### src/rtl/rx_txn_ctrl.sv
// Host transaction sequencer: waits for the decoded response, checks PID and the DATA0/1 toggle, ACKs, retries.
// Decision lands 1 cycle after pktOutAvail; hs_req holds until hs_ack, and no other input is ever stalled.
module rx_txn_ctrl #(
  parameter int TIMEOUT   = 255,
  parameter int MAX_RETRY = 8,
  parameter int TW        = 8
) (
  input  logic        clk,
  input  logic        rst_b,
  input  logic        txn_start,
  input  logic        txn_is_in,
  input  logic [98:0] pkt,
  input  logic        pktOutAvail,
  input  logic        valid,
  output logic        hs_req,
  output logic [3:0]  hs_pid,
  input  logic        hs_ack,
  output logic        retry,
  output logic [63:0] data_out,
  output logic        data_valid,
  output logic        txn_done,
  output logic        txn_ok,
  output logic        busy,
  output logic [3:0]  retry_cnt
);
  localparam logic [3:0] PID_ACK   = 4'b0010;
  localparam logic [3:0] PID_STALL = 4'b1110;
  localparam logic [3:0] PID_DATA0 = 4'b0011;
  localparam logic [3:0] PID_DATA1 = 4'b1011;

  typedef enum logic [2:0] {IDLE, WAIT_RESP, SEND_HS, RETRY, DONE} state_t;

  state_t        state_q, state_d;
  logic [TW-1:0] timer_q, timer_d;
  logic [3:0]    cnt_d;
  logic          toggle_q, toggle_d;
  logic          is_in_q, is_in_d;
  logic          ok_d, dv_d;
  logic [63:0]   data_d;
  logic [3:0]    data_pid, hand_pid, exp_pid, dup_pid;
  logic          unused_pkt_bits;

  assign data_pid = pkt[90:87];
  assign hand_pid = pkt[10:7];
  assign exp_pid  = toggle_q ? PID_DATA1 : PID_DATA0;
  assign dup_pid  = toggle_q ? PID_DATA0 : PID_DATA1;
  assign unused_pkt_bits = ^{pkt[98:91], pkt[86:83], pkt[18:11], pkt[6:0]};

  always_comb begin
    state_d  = state_q;
    timer_d  = timer_q;
    cnt_d    = retry_cnt;
    toggle_d = toggle_q;
    is_in_d  = is_in_q;
    ok_d     = txn_ok;
    dv_d     = 1'b0;
    data_d   = data_out;
    case (state_q)
      IDLE: begin
        if (txn_start) begin
          is_in_d = txn_is_in;
          cnt_d   = '0;
          timer_d = '0;
          ok_d    = 1'b0;
          state_d = WAIT_RESP;
        end
      end
      WAIT_RESP: begin
        // a packet arriving on the final timer cycle still takes priority
        if (pktOutAvail) begin
          if (is_in_q) begin
            if (valid && data_pid == exp_pid) begin
              data_d   = pkt[82:19];
              dv_d     = 1'b1;
              toggle_d = ~toggle_q;
              state_d  = SEND_HS;
            end else if (valid && data_pid == dup_pid) begin
              state_d = SEND_HS;
            end else begin
              state_d = RETRY;
            end
          end else if (valid && hand_pid == PID_ACK) begin
            ok_d    = 1'b1;
            state_d = DONE;
          end else if (valid && hand_pid == PID_STALL) begin
            ok_d    = 1'b0;
            state_d = DONE;
          end else begin
            // NAK, corrupt or unexpected handshake
            state_d = RETRY;
          end
        end else if (timer_q == TW'(TIMEOUT - 1)) begin
          state_d = RETRY;
        end else begin
          timer_d = timer_q + TW'(1);
        end
      end
      SEND_HS: begin
        if (hs_ack) begin
          ok_d    = 1'b1;
          state_d = DONE;
        end
      end
      RETRY: begin
        if (retry_cnt == 4'(MAX_RETRY)) begin
          ok_d    = 1'b0;
          state_d = DONE;
        end else begin
          cnt_d   = retry_cnt + 4'd1;
          timer_d = '0;
          state_d = WAIT_RESP;
        end
      end
      DONE:    state_d = IDLE;
      default: state_d = IDLE;
    endcase
  end

  always_ff @(posedge clk or negedge rst_b) begin
    if (!rst_b) begin
      state_q    <= IDLE;
      timer_q    <= '0;
      retry_cnt  <= '0;
      toggle_q   <= 1'b0;
      is_in_q    <= 1'b0;
      txn_ok     <= 1'b0;
      data_valid <= 1'b0;
      data_out   <= '0;
    end else begin
      state_q    <= state_d;
      timer_q    <= timer_d;
      retry_cnt  <= cnt_d;
      toggle_q   <= toggle_d;
      is_in_q    <= is_in_d;
      txn_ok     <= ok_d;
      data_valid <= dv_d;
      data_out   <= data_d;
    end
  end

  assign busy     = (state_q != IDLE);
  assign hs_req   = (state_q == SEND_HS);
  assign hs_pid   = hs_req ? PID_ACK : 4'd0;
  assign retry    = (state_q == RETRY) && (retry_cnt != 4'(MAX_RETRY));
  assign txn_done = (state_q == DONE);
endmodule

### config.mk
export PLATFORM = sky130hd
export DESIGN_NAME = rx_txn_ctrl
export DESIGN_NICKNAME = d
export VERILOG_FILES = /design/src/rtl/rx_txn_ctrl.sv
export SDC_FILE = /design/constraint.sdc
export NUM_CORES = 1
export LEC_CHECK = 0
export ABC_AREA = 1
export CAP_MARGIN = 20
export CORE_UTILIZATION = 41
export DETAILED_ROUTE_END_ITERATION = 7
export PLACE_DENSITY = 0.81
export SLEW_MARGIN = 20
export SYNTH_ARGS = -nofsm -noshare
export SYNTH_HDL_FRONTEND = slang
export SYNTH_SLANG_ARGS = --single-unit
### constraint.sdc
create_clock -name clk -period 2.1 [get_ports clk]
set_input_delay 0.315 -clock clk [delete_from_list [all_inputs] [get_ports clk]]
set_output_delay 0.315 -clock clk [all_outputs]
set_load 0.01 [all_outputs]
==> results_dict.tcl, run 1 <==
set metrics [dict create \
    status "finished clean" \
    p_sw_share_pct 35.4 \
    met3WireLength_um 515 \
    cts_tree "yes" \
    p_leak_nw 2.87 \
    wl_per_cell_um 12.7 \
    tns_ps 0 \
    initial_core_util_pct 42.5 \
    fin_worst_skew_ps 17.4 \
    dp_hpwl_mm 6.61 \
    max-vdd-ir-drop_uv 454 \
    pwr-share-clk_pct 20.7 \
    finalSetupViolCount 0 \
    highest_layer "met4" \
    grt_pass1_vias 3445 \
    overflow 0 \
    postPlaceCellArea_mm2 0.00532 \
    cts.clk_slew.worst_paths_ps 90 \
    min_period_ps 2000 \
    ios 184 \
    fin_nets 725 \
    finalCritPeriodShare_pct 95.3 \
    ys.flop_type "dfrtp_1" \
    cts-root-buf "clkbuf_8" \
    powerDensity_mw_per_mm2 929 \
    ant_nets 0 \
    ys_ff_latch 83 \
    numCtsBuffers 9 \
    clock.fmax_mhz 500 \
    drv_cap 0 \
    dieArea_mm2 0.00946 \
    wl_met1_mm 4.01 \
    clk_path_buf_depth 2 \
    routed-via-count 3458 \
    rsz0062_at_grt "false" \
    layout_commonest_cell "nand2_1" \
    grt_usage_pct 20.4 \
    die_w_um 97.3 \
    wirelength_mm 9.26 \
    area_delta_synth_final_pct 48.9 \
    numClockSinks 83 \
    avgViaCountPerCell 4.75 \
    grt_pass1_wl_mm 15.7 \
    die_h_um 97.3 \
    htree_levels 3 \
    start_kind "flop" \
    mostFrequentLayoutCells "257 x nand2_1, 150 x clkdlybuf4s50_1, 81 x dfrtp_1" \
    route.met2.wl_mm 4.58 \
    clock_latency_ps 340 \
    combPwrFrac_pct 38.4 \
    seqPwrFrac_pct 40.9 \
    synth.top_cell.area_share_pct 55.8 \
    antenna_found_initial 0 \
    drt-pass1-iter-count 6 \
    n_antenna_cell 0 \
    synth_area_leaders "dfrtp_1 56%, nand2_1 26%, inv_1 2.5%" \
    grt_max_degree 66 \
    synth_top_area_cell "dfrtp_1" \
    drive_above_1_share_pct 5.65 \
    synth_warnings 0 \
    avgSynthCellArea_um2 8.07 \
    arrival_ps 1690 \
    postLayoutCellArea_mm2 0.00554 \
    drcViolationCount 0 \
    cp_max_fo 5 \
    drv_slew 0 \
    end_kind "output port" \
    row_count 34 \
    p_int_w 0.00333 \
    gp_congestion 0.847 \
    synthesis.area_mm2 0.00372 \
    hold_viol_final 0 \
    synth_cells 461 \
    dr.first_iter.drc_count 147 \
    worst_ep_required_time_ps 1780 \
    async_flop_share_pct 100 \
    whs_ps 373 \
    critPathKind "flop to output port" \
    p_sw_w 0.00182 \
    synth-seq-area-share_pct 55.8 \
    coreArea_mm2 0.00876 \
    port_buffers 153 \
    synth-edff-count 0 \
    ys_types 24 \
    holdCritPathClass "input port to async pin" \
]
## worst max-delay path, cell delays in order, from the launching register on
cell and delay (ps):
dfrtp_2 480, nor2_4 140, nand2_1 100, inv_1 100, clkdlybuf4s50_1 530
## Yosys cell counts (2+ instances only)
| cell | n |
|---|---|
| nand2_1 | 258 |
| dfrtp_1 | 83 |
| inv_1 | 25 |
| nor2_1 | 21 |
| nand3_1 | 18 |
| buf_2 | 9 |
| buf_6 | 6 |
| a21oi_1 | 5 |
| buf_4 | 4 |
| ha_1 | 4 |
| nand3b_1 | 4 |
| o21ai_0 | 4 |
| xor2_1 | 4 |
| inv_2 | 2 |
| nor2_2 | 2 |
| nor3_1 | 2 |
| o21bai_1 | 2 |
| xnor2_1 | 2 |
## per-layer routing
metal,up-vias,track usage (%)
met5,-,0
met4,0,6.22
met2,133,36.2
met3,12,4.17
met1,1622,24.9
li1,1691,-
## worst paths after layout
kind	slack, ps	end	start	cells after the start
worst min-delay path	370	data_out[0]	rst_b	2
worst min register to register	480	data_out[46]	data_out[46]	2
max in group asynchronous	1110	state_q[0]	rst_b	3
worst max-delay path	100	hs_req	state_q[2]	4
worst max register to register	390	timer_q[1]	state_q[1]	9
min in group clk	480	data_out[46]	data_out[46]	2
## cells by family (layout without fill, tap and decap cells)
logic type	count (synthesis)	after routing	share of synthesized area [%]
AND/OR/NAND/NOR	309	309	32.9
other	1	3	0.101
XOR/XNOR	6	6	1.41
AO/OA/AOI/OAI	11	11	1.61
multiplexers	1	1	0.302
adder cells (fa/ha/maj)	4	4	1.34
flip-flops	83	83	55.8
buffers and inverters	46	203	6.55
## state kept, by name, indices dropped and copies added, names as in the netlist
name,count
toggle_q,1
data_out,64
retry_cnt,4
txn_ok,1
timer_q,8
is_in_q,1
data_valid,1
state_q,3
## through the flow
| stage | utilization (%) | setup WS, ps | std cells | total power, W |
|---|---|---|---|---|
| after floorplan | - | 638 | 463 | 0.00310 |
| after global placement | 60.7 | 215 | 709 | 0.00399 |
| after detailed placement | 60.7 | 168 | 709 | 0.00407 |
| after CTS | 63.2 | 19.1 | 728 | 0.00519 |
| after global routing | 63.3 | 31.5 | 728 | 0.00551 |
| final | 63.3 | 98.4 | 728 | 0.00515 |
## timing repair
item,CTS,global route
resized for setup,3,3
hold buffers,1,0
hold endpoints to repair,16,0
endpoints found under the setup margin,3,2
buffers inserted,2,0
## power by group through the flow
stage          logic, W  registers (W)  clock network [W]
6_report        0.00198        0.00211            0.00107
5_1_grt         0.00218        0.00215            0.00119
4_1_cts         0.00198        0.00210            0.00111
3_5_place_dp    0.00193        0.00214                  0
3_3_place_gp    0.00186        0.00213                  0
2_1_floorplan  0.000878        0.00222                  0
## layout make-up
type / count / area, µm²
clock buffer: 10 / 138
multi-input combinational: 334 / 1420
timing repair buffer: 160 / 1620
inverter: 27 / 101
fill: 735 / 3220
tap: 108 / 135
clock inverter: 6 / 48.8
sequential: 83 / 2080
No activity file was read; power rests on OpenSTA's default activity.
==> run 2, diff against run 1 <==
CORE_ASPECT_RATIO = 1.4   (was not set)
==> results_dict.tcl, run 2 (same netlist as run 1, synthesis figures left out) <==
set metrics [dict create \
    status "finished clean" \
    cts_tree "yes" \
    critPathKind "flop to output port" \
    wl_per_cell_um 12.9 \
    ant_nets 0 \
    cp_cell_sequence "nor2_2 -> nand2_1 -> inv_1 -> clkdlybuf4s50_1" \
    holdCritPathClass "flop to flop" \
    avgViaCountPerCell 4.60 \
    p_sw_share_pct 31.7 \
    dieArea_mm2 0.00947 \
    grt_max_degree 52 \
    regMostFlops "data_out" \
    nFillCells 737 \
    powerDensity_mw_per_mm2 997 \
    start_kind "flop" \
    coreArea_mm2 0.00871 \
    clk_path_buf_depth 2 \
    p_int_w 0.00384 \
    slowest_delay_ps 540 \
    max-vdd-ir-drop_uv 751 \
    hold_viol_final 0 \
    numCtsBuffers 9 \
    postLayoutCellArea_mm2 0.00564 \
    grtUsageMet1_pct 24.6 \
    finalCritPeriodShare_pct 94.8 \
    busiest_layer "met2" \
    cp_top_family "buffers and inverters" \
    drt-pass1-iter-count 5 \
    ios 184 \
    finalSetupViolCount 0 \
    postPlaceCellArea_mm2 0.00532 \
    row_count 40 \
    rsz0062_at_grt "false" \
    pwr-share-clk_pct 27.5 \
    cp_max_fo 5 \
    numClockSinks 83 \
    port_buffers 153 \
    drive_above_1_share_pct 5.46 \
    die_h_um 115 \
    dr.first_iter.drc_count 145 \
    grt_pass1_wl_mm 15.2 \
    critPathBufInv 2 \
    overflow 0 \
    clock.fmax_mhz 502 \
    grt_usage_pct 21.2 \
    arrival_ps 1680 \
    die_w_um 82.5 \
    dp_hpwl_mm 6.84 \
    clock_latency_ps 330 \
    drv_cap 0 \
    largest_reg_flops 64 \
    use_met2_pct 36.6 \
    routed-via-count 3347 \
    gp_congestion 0.888 \
    met3_usage_pct 5.56 \
    end_kind "output port" \
    cp_slowest_cell "clkdlybuf4s50_1" \
    p_sw_w 0.00179 \
    grt_pass1_vias 3348 \
    p_leak_nw 2.92 \
    combPwrFrac_pct 35.4 \
    fin_nets 729 \
    area_delta_synth_final_pct 51.6 \
    cts-root-buf "clkbuf_16" \
    cts.clk_slew.worst_paths_ps 60 \
    fin_worst_skew_ps 7.80 \
    htree_levels 3 \
    n_antenna_cell 0 \
    layout_commonest_cell "nand2_1" \
    mostFrequentLayoutCells "257 x nand2_1, 151 x clkdlybuf4s50_1, 83 x dfrtp_1" \
    worst_ep_required_time_ps 1780 \
    min_period_ps 1990 \
    wirelength_mm 9.43 \
    initial_core_util_pct 42.7 \
    largest_registers "data_out: 64 flops, timer_q: 8 flops, retry_cnt: 4 flops" \
    tns_ps 0 \
    seqPwrFrac_pct 37.1 \
    drcViolationCount 0 \
    power_w 0.00563 \
    antenna_found_initial 0 \
    drv_slew 0 \
]
[run 2: changes by cell type in the layout (fill, tap and decap cells not counted), moves of 2 or more]
cell        change
clkbuf_8        -8
clkinv_4        -2
buf_12          -2
clkbuf_16       +9
dfrtp_2         -2
buf_4           +6
clkbuf_1        +2
clkinvlp_4      -2
dfrtp_1         +2
[run 2: layer usage]
metal,up-vias,share of wire (%)
li1,1708,-
met1,1516,42
met4,0,2.0
met5,-,0
met2,108,50
met3,15,5.7
[run 2: final cells by class]
cell class                 count  area (µm²)  share of cell area [%]
multi-input combinational    334        1410                    25.0
inverter                      27         101                    1.80
timing repair buffer         164        1630                    28.8
clock buffer                  13         260                    4.61
clock inverter                 2        35.0                   0.621
tap                          105         131                    2.33
sequential                    83        2080                    36.8
[run 2: worst paths after layout]
| check | to | cells after the start | slack [ps] | startpoint |
|---|---|---|---|---|
| setup / recovery | hs_pid[1] | 4 | 110 | state_q[2] |
| hold / removal | data_out[35] | 2 | 480 | data_out[35] |
| setup reg to reg | timer_q[3] | 9 | 380 | state_q[1] |
| hold reg to reg | data_out[35] | 2 | 480 | data_out[35] |
| max in group asynchronous | data_out[4] | 3 | 930 | rst_b |
| min in group asynchronous | data_out[26] | 2 | 490 | rst_b |
[run 2: power by group through the flow]
stage | combinational [W] | clock [W] | sequential (W)
2_1_floorplan | 0.000878 | 0 | 0.00222
3_3_place_gp | 0.00191 | 0 | 0.00211
3_5_place_dp | 0.00195 | 0 | 0.00213
4_1_cts | 0.00199 | 0.00159 | 0.00209
5_1_grt | 0.00222 | 0.00166 | 0.00212
6_report | 0.00199 | 0.00155 | 0.00209
[run 2: metrics by stage]
| step | worst slack [ps] | hold WS (ps) | utilization (%) | instances |
|---|---|---|---|---|
| 3_5_place_dp | 208 | 299 | 61.1 | 710 |
| 6_report | 108 | 477 | 64.8 | 728 |
| 4_1_cts | 41.3 | 480 | 64.7 | 727 |
| 5_1_grt | 3.77 | 498 | 64.8 | 728 |
| 2_1_floorplan | 638 | 19.4 | - | 463 |
| 3_3_place_gp | 244 | 299 | 61.1 | 710 |
[run 2: worst min-delay path, stage by stage (launching register included)]
cell	delay (ps)
dfrtp_1	340
nand2_1	50
nand2_1	60
[run 2: what timing repair did]
| action | CTS | global route |
|---|---|---|
| hold buffers | 1 | 0 |
| endpoints found under the hold margin | 32 | 0 |
| buffers inserted | 1 | 1 |
| setup endpoints to repair | 1 | 2 |
| gates resized for setup | 1 | 1 |
==> run 3, diff against run 2 <==
ABC_CLOCK_PERIOD_IN_PS = 2100   (was not set)
==> results of run 3 <==
Same layout as run 2: the final DEF is identical, and so are final timing and power.
